`src/rtl/marker_locator.sv`:
```
// Locates the red, green and blue calibration markers in a raster-ordered pixel
// stream and publishes per-frame bounding boxes, pixel counts and found flags.
module marker_locator #(
  parameter int FRAME_ROWS = 480,
  parameter int FRAME_COLS = 640,
  parameter int HI_TH      = 200,
  parameter int LO_TH      = 50,
  parameter int MIN_PIX    = 4
) (
  input  logic        clk,
  input  logic        reset,
  input  logic        pix_valid,
  input  logic [12:0] row,
  input  logic [12:0] col,
  input  logic [7:0]  pix_R,
  input  logic [7:0]  pix_G,
  input  logic [7:0]  pix_B,
  output logic [51:0] red_box,
  output logic [51:0] green_box,
  output logic [51:0] blue_box,
  output logic [11:0] red_cnt,
  output logic [11:0] green_cnt,
  output logic [11:0] blue_cnt,
  output logic        red_found,
  output logic        green_found,
  output logic        blue_found,
  output logic        all_found,
  output logic        results_valid,
  output logic        frame_err
);

  localparam logic [12:0] LAST_ROW = 13'(FRAME_ROWS - 1);
  localparam logic [12:0] LAST_COL = 13'(FRAME_COLS - 1);
  localparam logic [7:0]  HI       = 8'(HI_TH);
  localparam logic [7:0]  LO       = 8'(LO_TH);
  localparam logic [11:0] MIN_CNT  = 12'(MIN_PIX);
  localparam logic [11:0] CNT_MAX  = 12'hFFF;
  localparam logic [12:0] MIN_INIT = 13'h1FFF;

  typedef enum logic [1:0] {IDLE, ACCUM, PUBLISH} state_t;

  logic [7:0] chan [3];
  logic [2:0] hit;

  assign chan[0] = pix_R;
  assign chan[1] = pix_G;
  assign chan[2] = pix_B;

  // Colour gi needs its own channel high and both other channels low.
  for (genvar gi = 0; gi < 3; gi++) begin : g_class
    assign hit[gi] = (chan[gi] >= HI) && (chan[(gi + 1) % 3] <= LO) &&
                     (chan[(gi + 2) % 3] <= LO);
  end

  // Stage 1: classified pixel with its coordinates and frame markers.
  logic        s1_valid_reg, s1_sof_reg, s1_eof_reg;
  logic [12:0] s1_row_reg, s1_col_reg;
  logic [2:0]  s1_hit_reg;

  always_ff @(posedge clk) begin
    if (reset) begin
      s1_valid_reg <= 1'b0;
      s1_sof_reg   <= 1'b0;
      s1_eof_reg   <= 1'b0;
      s1_row_reg   <= '0;
      s1_col_reg   <= '0;
      s1_hit_reg   <= '0;
    end else begin
      s1_valid_reg <= pix_valid;
      s1_sof_reg   <= pix_valid && (row == 13'd0) && (col == 13'd0);
      s1_eof_reg   <= pix_valid && (row == LAST_ROW) && (col == LAST_COL);
      s1_row_reg   <= row;
      s1_col_reg   <= col;
      s1_hit_reg   <= pix_valid ? hit : 3'b000;
    end
  end

  state_t state_reg;
  logic   pub_reg;
  logic   take, fresh, clear;

  // take: accumulate the stage-1 pixel; fresh: start from the init values first.
  always_comb begin
    take = 1'b0;
    if (s1_valid_reg) begin
      case (state_reg)
        ACCUM:         take = 1'b1;
        IDLE, PUBLISH: take = s1_sof_reg;
        default:       take = 1'b0;
      endcase
    end
  end

  assign fresh = take && s1_sof_reg;
  assign clear = (state_reg == PUBLISH);

  always_ff @(posedge clk) begin
    if (reset) begin
      state_reg <= IDLE;
      pub_reg   <= 1'b0;
      frame_err <= 1'b0;
    end else begin
      pub_reg   <= 1'b0;
      frame_err <= 1'b0;
      case (state_reg)
        IDLE: if (s1_valid_reg && s1_sof_reg) state_reg <= ACCUM;
        ACCUM: begin
          if (s1_valid_reg && s1_sof_reg) frame_err <= 1'b1;
          else if (s1_valid_reg && s1_eof_reg) state_reg <= PUBLISH;
        end
        PUBLISH: begin
          pub_reg   <= 1'b1;
          // A sof arriving right behind the eof opens the next frame directly.
          state_reg <= (s1_valid_reg && s1_sof_reg) ? ACCUM : IDLE;
        end
        default: state_reg <= IDLE;
      endcase
    end
  end

  logic [51:0] snap_box [3];
  logic [11:0] snap_cnt [3];
  logic [2:0]  snap_found;

  for (genvar gi = 0; gi < 3; gi++) begin : g_colour
    logic [12:0] min_row_reg, min_col_reg, max_row_reg, max_col_reg;
    logic [11:0] cnt_reg;
    logic [12:0] base_min_row, base_min_col, base_max_row, base_max_col;
    logic [11:0] base_cnt;
    logic [51:0] snap_box_reg;
    logic [11:0] snap_cnt_reg;

    always_comb begin
      base_min_row = min_row_reg;
      base_min_col = min_col_reg;
      base_max_row = max_row_reg;
      base_max_col = max_col_reg;
      base_cnt     = cnt_reg;
      if (fresh || clear) begin
        base_min_row = MIN_INIT;
        base_min_col = MIN_INIT;
        base_max_row = '0;
        base_max_col = '0;
        base_cnt     = '0;
      end
    end

    always_ff @(posedge clk) begin
      if (reset) begin
        min_row_reg  <= MIN_INIT;
        min_col_reg  <= MIN_INIT;
        max_row_reg  <= '0;
        max_col_reg  <= '0;
        cnt_reg      <= '0;
        snap_box_reg <= '0;
        snap_cnt_reg <= '0;
      end else begin
        if (take && s1_hit_reg[gi]) begin
          cnt_reg     <= (base_cnt == CNT_MAX) ? base_cnt : base_cnt + 12'd1;
          min_row_reg <= (s1_row_reg < base_min_row) ? s1_row_reg : base_min_row;
          min_col_reg <= (s1_col_reg < base_min_col) ? s1_col_reg : base_min_col;
          max_row_reg <= (s1_row_reg > base_max_row) ? s1_row_reg : base_max_row;
          max_col_reg <= (s1_col_reg > base_max_col) ? s1_col_reg : base_max_col;
        end else begin
          cnt_reg     <= base_cnt;
          min_row_reg <= base_min_row;
          min_col_reg <= base_min_col;
          max_row_reg <= base_max_row;
          max_col_reg <= base_max_col;
        end
        // Snapshot holds the finished frame for one cycle so all results land together.
        if (clear) begin
          snap_box_reg <= {min_row_reg, min_col_reg, max_row_reg, max_col_reg};
          snap_cnt_reg <= cnt_reg;
        end
      end
    end

    assign snap_box[gi]   = snap_box_reg;
    assign snap_cnt[gi]   = snap_cnt_reg;
    assign snap_found[gi] = (snap_cnt_reg >= MIN_CNT);
  end

  always_ff @(posedge clk) begin
    if (reset) begin
      red_box       <= '0;
      green_box     <= '0;
      blue_box      <= '0;
      red_cnt       <= '0;
      green_cnt     <= '0;
      blue_cnt      <= '0;
      red_found     <= 1'b0;
      green_found   <= 1'b0;
      blue_found    <= 1'b0;
      all_found     <= 1'b0;
      results_valid <= 1'b0;
    end else begin
      results_valid <= pub_reg;
      if (pub_reg) begin
        red_box     <= snap_box[0];
        green_box   <= snap_box[1];
        blue_box    <= snap_box[2];
        red_cnt     <= snap_cnt[0];
        green_cnt   <= snap_cnt[1];
        blue_cnt    <= snap_cnt[2];
        red_found   <= snap_found[0];
        green_found <= snap_found[1];
        blue_found  <= snap_found[2];
        all_found   <= &snap_found;
      end
    end
  end

endmodule

```
`config.mk`:
```
export PLATFORM = sky130hd
export DESIGN_NAME = marker_locator
export DESIGN_NICKNAME = d
export VERILOG_FILES = /design/src/rtl/marker_locator.sv
export SDC_FILE = /design/constraint.sdc
export NUM_CORES = 1
export LEC_CHECK = 0
export ABC_AREA = 1
export CAP_MARGIN = 15
export CELL_PAD_IN_SITES_DETAIL_PLACEMENT = 0
export CELL_PAD_IN_SITES_GLOBAL_PLACEMENT = 1
export CORE_UTILIZATION = 45
export DETAILED_ROUTE_END_ITERATION = 8
export GPL_ROUTABILITY_DRIVEN = 0
export PLACE_DENSITY_LB_ADDON = 0.1
export SYNTH_ARGS = -nofsm -noshare
export SYNTH_HDL_FRONTEND = slang
export SYNTH_SLANG_ARGS = --single-unit
```
`constraint.sdc`:
```
create_clock -name clk -period 6.9 [get_ports clk]
set_input_delay 1.725 -clock clk [delete_from_list [all_inputs] [get_ports clk]]
set_output_delay 1.725 -clock clk [all_outputs]
set_load 0.01 [all_outputs]
```
== After elaboration in Yosys (flattened, before gate mapping) ==
Cells that the tools add are included.

* Word-level logic and storage cells: 156
* Output and inout bits: 198
* Input port bits: 53
* Register bits after elaboration: 617

* $add $sub $neg: 3
* Reduce and logical (&&, ||, !) cells: 25
* Equality and inequality tests: 10
* Order comparisons: 21
* Multiplexer cells: 54
* Bitwise logic cells: 2

{| class="wikitable"
|+ Operators by type and width
! operator !! number
|-
| 2-to-1 mux 13 bit || 36
|-
| 2-to-1 mux 12 bit || 9
|-
| greater-than comparator 13 bit || 6
|-
| < comparator 13 bit || 6
|-
| adder 12 x 1 -> 12 bit (second input constant) || 3
|-
| equality test 12 bit (second input constant) || 3
|-
| >= comparator 12 x 3 -> 1 bit (second input constant) || 3
|-
| zero test 13 bit || 2
|-
| >= comparator 8 bit (second input constant) || 3
|-
| <= comparator 8 x 6 -> 1 bit (second input constant) || 3
|-
| logical AND 1 bit || 16
|-
| equality test 13 x 10 -> 1 bit (second input constant) || 1
|-
| equality test 13 x 9 -> 1 bit (second input constant) || 1
|-
| 2-to-1 mux 2 bit || 3
|-
| != test 2 bit (second input constant) || 3
|-
| case mux 2 bit (3 select lines) || 1
|-
| AND reduction 3 bit || 2
|-
| OR reduction 2 bit || 3
|-
| 2-to-1 mux 1 bit || 4
|-
| equality test 2 x 1 -> 1 bit (second input constant) || 1
|-
| equality test 2 bit (second input constant) || 1
|-
| zero test 2 bit || 1
|-
| inverter 1 bit || 2
|-
| case mux 1 bit (2 select lines) || 1
|-
| logical OR 1 bit || 1
|}

== Depth between registers and ports, before layout ==
* Depth in word-level cells: 10
* Depth in mapped cells: 21
* Mapped depth without buffers: 16

== Worst setup path after synthesis ==
OpenSTA, ideal clock, no wires.

* Kind: register to register
* Start point: reg state_reg[1]
* End point: reg g_colour[1].min_row_reg[7]
* Path slack: 4152 ps
* Cell stages (with the launch flop): 17
* Clock period less this slack: 2748 ps
* Buffers on the path: 5
* Setup time: 134 ps
* Data required time: 6766 ps
* Arrival time: 2614 ps
* Cell sequence: dfxtp_1 -> inv_2 -> nand3_4 -> nand2_2 -> buf_4 -> clkbuf_1 -> buf_2 -> buf_2 -> nor2_1 -> ha_1 -> a21oi_1 -> o21ai_0 -> nor3_4 -> nand2_1 -> buf_2 -> o21ai_0 -> nand3_1

* Longest elaborated chain between the ends: 10
* Elaborated cells between the ends (all ways): 13
* Classes of those cells: 1 x order compare; 2 x eq/ne; 5 x mux; 5 x reduce/logical

{| class="wikitable"
|+ RTL lines
! what !! line !! source
|-
| start: declaration || 78 || <nowiki>state_t state_reg;</nowiki>
|-
| start signal: assignment || 114 || <nowiki>state_reg <= (s1_valid_reg && s1_sof_reg) ? ACCUM : IDLE;</nowiki>
|-
| equality test 2 bit or zero test 2 bit (tied branches) || 86, 95 ||
|-
| OR reduction 2 bit || 86 || <nowiki>case (state_reg)</nowiki>
|-
| case mux 1 bit (2 select lines) || 86 ||
|-
| 2-to-1 mux 1 bit || 85 || <nowiki>if (s1_valid_reg) begin</nowiki>
|-
| logical AND 1 bit || 94 || <nowiki>assign fresh = take && s1_sof_reg;</nowiki>
|-
| logical OR 1 bit || 139 || <nowiki>if (fresh || clear) begin</nowiki>
|-
| 2-to-1 mux 13 bit || 139 ||
|-
| < comparator 13 bit || 160 || <nowiki>min_row_reg <= (s1_row_reg < base_min_row) ? s1_row_reg : base_min_row;</nowiki>
|-
| 2-to-1 mux 13 bit || 160 ||
|-
| 2-to-1 mux 13 bit (*) || 158 || <nowiki>if (take && s1_hit_reg[gi]) begin</nowiki>
|-
| end signal: assignment || 160 ||
|-
| end signal: assignment || 166 || <nowiki>min_row_reg <= base_min_row;</nowiki>
|-
| end: declaration || 126 || <nowiki>logic [12:0] min_row_reg, min_col_reg, max_row_reg, max_col_reg;</nowiki>
|}

Mark *: on every way between the ends. The rest lies on a longest branch, timed or not.
A chain may end at the register's enable or synchronous reset.

== Worst setup path after layout ==
* Start point: reg state_reg[0]
* End point: reg g_colour[1].max_col_reg[10]

* Longest elaborated chain between the ends: 10
* Elaborated cells between the ends (all ways): 13
* Classes of those cells: 1 x order compare; 2 x eq/ne; 5 x mux; 5 x reduce/logical

{| class="wikitable"
|+ RTL lines
! what !! line !! source
|-
| equality test 2 bit or zero test 2 bit (tied branches) || 86, 95 ||
|-
| OR reduction 2 bit || 86 ||
|-
| case mux 1 bit (2 select lines) || 86 ||
|-
| 2-to-1 mux 1 bit || 85 ||
|-
| logical AND 1 bit || 94 ||
|-
| logical OR 1 bit || 139 ||
|-
| 2-to-1 mux 13 bit || 139 ||
|-
| greater-than comparator 13 bit || 163 || <nowiki>max_col_reg <= (s1_col_reg > base_max_col) ? s1_col_reg : base_max_col;</nowiki>
|-
| 2-to-1 mux 13 bit || 163 ||
|-
| 2-to-1 mux 13 bit (*) || 158 ||
|-
| end signal: assignment || 163 ||
|-
| end signal: assignment || 169 || <nowiki>max_col_reg <= base_max_col;</nowiki>
|-
| end: declaration || 126 ||
|}

Marked as above.

==> results.txt <==
Status - finished, final reports clean
Clk sink count - 617
Hold WS - 453 ps
Post-synth cell types - 41
Total power - 7.51 mW
Sequential-to-total area share from yosys stat - 46.3%
CP Launch Type - flip-flop
Setup CP Type - flip-flop to flip-flop
Die H - 245 µm
CP most frequent cell - nand2_1
Worst slew margin - 30.0%
Initial antenna violation count - 1
First-pass GRT wire length - 121 mm
Most frequent cells in the layout - nor2_1 (1005), dfxtp_1 (616), nand2_1 (493), o21ai_0 (443), clkdlybuf4s50_1 (249)
Synth Cell Area - 26700 µm²
Slowest stage delay, CP - 600 ps
Worst-margin pin slew - 1050 ps
Core area - 58100 µm²
Routed wire per std cell - 16.7 µm
EDFF count, synth - 0
Register bit count reported by yosys - 617
GRT overflow - 0
CP max FO - 130
Final Hold Vio Count - 0
Syn. warnings - 0
Syn Nets - 3849
Clk buf depth - 3
Layout net count - 3981
Post-CTS Hold Buffers - 0
Initial Utilization - 45.9%
Layout cells sized above 1 - 4.27%
Worst-Skew Late Latency - 600 ps
DRT iter0 DRCs - 1621
Total track usage - 25.1%
Filler Cell Count - 5627
Wirelength, routed - 76.4 mm
Gate Count Post-Synth - 3643
Final setup TNS - 0 ps
Setup-failing EPs final - 0
Ys flop type - dfxtp_1
Critical Path RT - 7420 ps
Syn_area_per_cell - 7.32 µm²
Clk pin slew, worst setup/hold paths - 60 ps
Total iterations of the first detailed-routing run - 6
IO Count - 251
VDD IR-drop max - 0.000177 V
Rows - 88
Max-cap violation count - 0
Worst min path class - flip-flop to flip-flop
CTS tree - yes
CTS Buf Count - 68
Fmax - 207 MHz
Commonest non-fill, non-tap cell in the layout - nor2_1
I/O Buffers - 250
Worst setup EP type - flip-flop
Number of remaining DRC errors - 0
Post-CTS sizing - 0
Fin crit period - 4830 ps
Final critical-path share of the clock period - 70.0%
Area grow syn2layout - 18.8%
H-tree depth - 3
Unrepaired setup endpoints after global routing - no
Die width - 245 µm
Postcts setup bufs - 0
Worst Clk Skew - 20.9 ps
Slowest-stage cell, CP - buf_4
Number of flip-flops in the largest register - 156
Slew Limit Fails - 0
Crit path cell chain - inv_2 -> nand2_8 -> nand2_4 -> clkinv_2 -> buf_4 -> buf_4 -> nand2_1 -> ha_1 -> nand4_1 -> nor3_1 -> o21ai_0 -> nand2_1 -> nand3_2 -> nand2_1 -> nand2_1 -> nor2_1
Largest net degree at the start of global routing - 190
Vias per cell - 5.25
Critical Path AT - 5360 ps
Power per cell area - 237 nW/µm²
Clock root cell - clkbuf_16
Share of flip-flops with an asynchronous set or reset - 0%
Dpl hpwl - 50.4 mm
Vias in the first global route - 22500
Antenna viol nets, final - 0
Die area - 60300 µm²
Via count - 24100
Leakage - 14.0 nW
==> cell usage after synthesis (all sizes together) (2+ instances only) <==
cell	n	share of area, %
a31oi	2	0.047
nand2	502	7.2
inv	179	2.5
buf	55	1.2
nor3	29	0.77
nor4	16	0.38
nor3b	3	0.12
a211oi	6	0.17
or2	5	0.12
a211o	3	0.099
o21a	3	0.084
dfxtp	617	46
clkbuf	159	2.2
o21ai	448	8.4
nand4	42	1.0
nor2	1007	14
a21oi	172	3.2
ha	153	7.2
clkinv	3	0.042
nand3b	6	0.17
o211ai	2	0.056
nand3	227	4.4
o21bai	2	0.056
==> power by group <==
group	switching [mW]	internal, mW	leakage (nW)
Combinational	0.171	0.0954	7.98
Clock	1.44	2.19	1.09
Sequential	0.0369	3.57	4.98
==> final cells by class <==
class	instances	area (µm²)	share of cell area (%)
antenna	1	2.50	0.00789
clock buffer	97	2000	6.30
clock inverter	17	215	0.679
inverter	182	702	2.21
multi-input combinational	2630	12800	40.2
sequential	617	12400	39.0
tap	765	957	3.02
timing repair buffer	276	2720	8.57
==> worst paths after layout <==
| kind | to | cells past startpoint | start | slack [ps] |
|---|---|---|---|---|
| worst max-delay path | g_colour[1].max_col_reg[10]$_SDFF_PP0_ | 16 | state_reg[0]$_SDFFE_PP0P_ | 2070 |
| worst min-delay path | state_reg[1]$_SDFFE_PP0P_ | 2 | s1_eof_reg$_SDFF_PP0_ | 450 |
| worst min register to register | state_reg[1]$_SDFFE_PP0P_ | 2 | s1_eof_reg$_SDFF_PP0_ | 450 |
| worst max register to register | g_colour[1].max_col_reg[10]$_SDFF_PP0_ | 16 | state_reg[0]$_SDFFE_PP0P_ | 2070 |
==> cell families after synthesis <==
group                      after synthesis  share of synthesized area (%)
DFF                                    617                           46.3
adders and majority gates              153                           7.18
buffers and inverters                  396                           5.96
xor gates and xnor gates                 1                         0.0328
AOI/OAI and AO/OA                      639                           12.2
and+or+nand+nor                       1837                           28.3
==> per-layer routing <==
metal  GRT usage (%)  wire length (µm)  up-vias
li1                -                 -    12200
met1            34.5             36100    11100
met2            39.0             33700      648
met3            4.32              4330      125
met4            9.28              2220        0
met5               0                 0        -
==> worst max-delay path: cells and delay by family, from the launching register on <==
kind	cells	cell delay, ps
flops	1	380
simple gates	10	2310
buf+inv	4	1500
compound gates	1	170
fa+ha+maj	1	320
==> stage by stage <==
stage	utilization, %	worst slack [ps]	cells	cell area [µm²]
floorplan	-	4150	3643	26700
global placement	50.7	2310	4470	29500
detailed placement	50.7	2130	4470	29500
CTS	54.5	2120	4584	31700
global route	54.5	1580	4585	31700
finish	54.5	2070	4585	31700
Power figures use the tool's default switching activity.
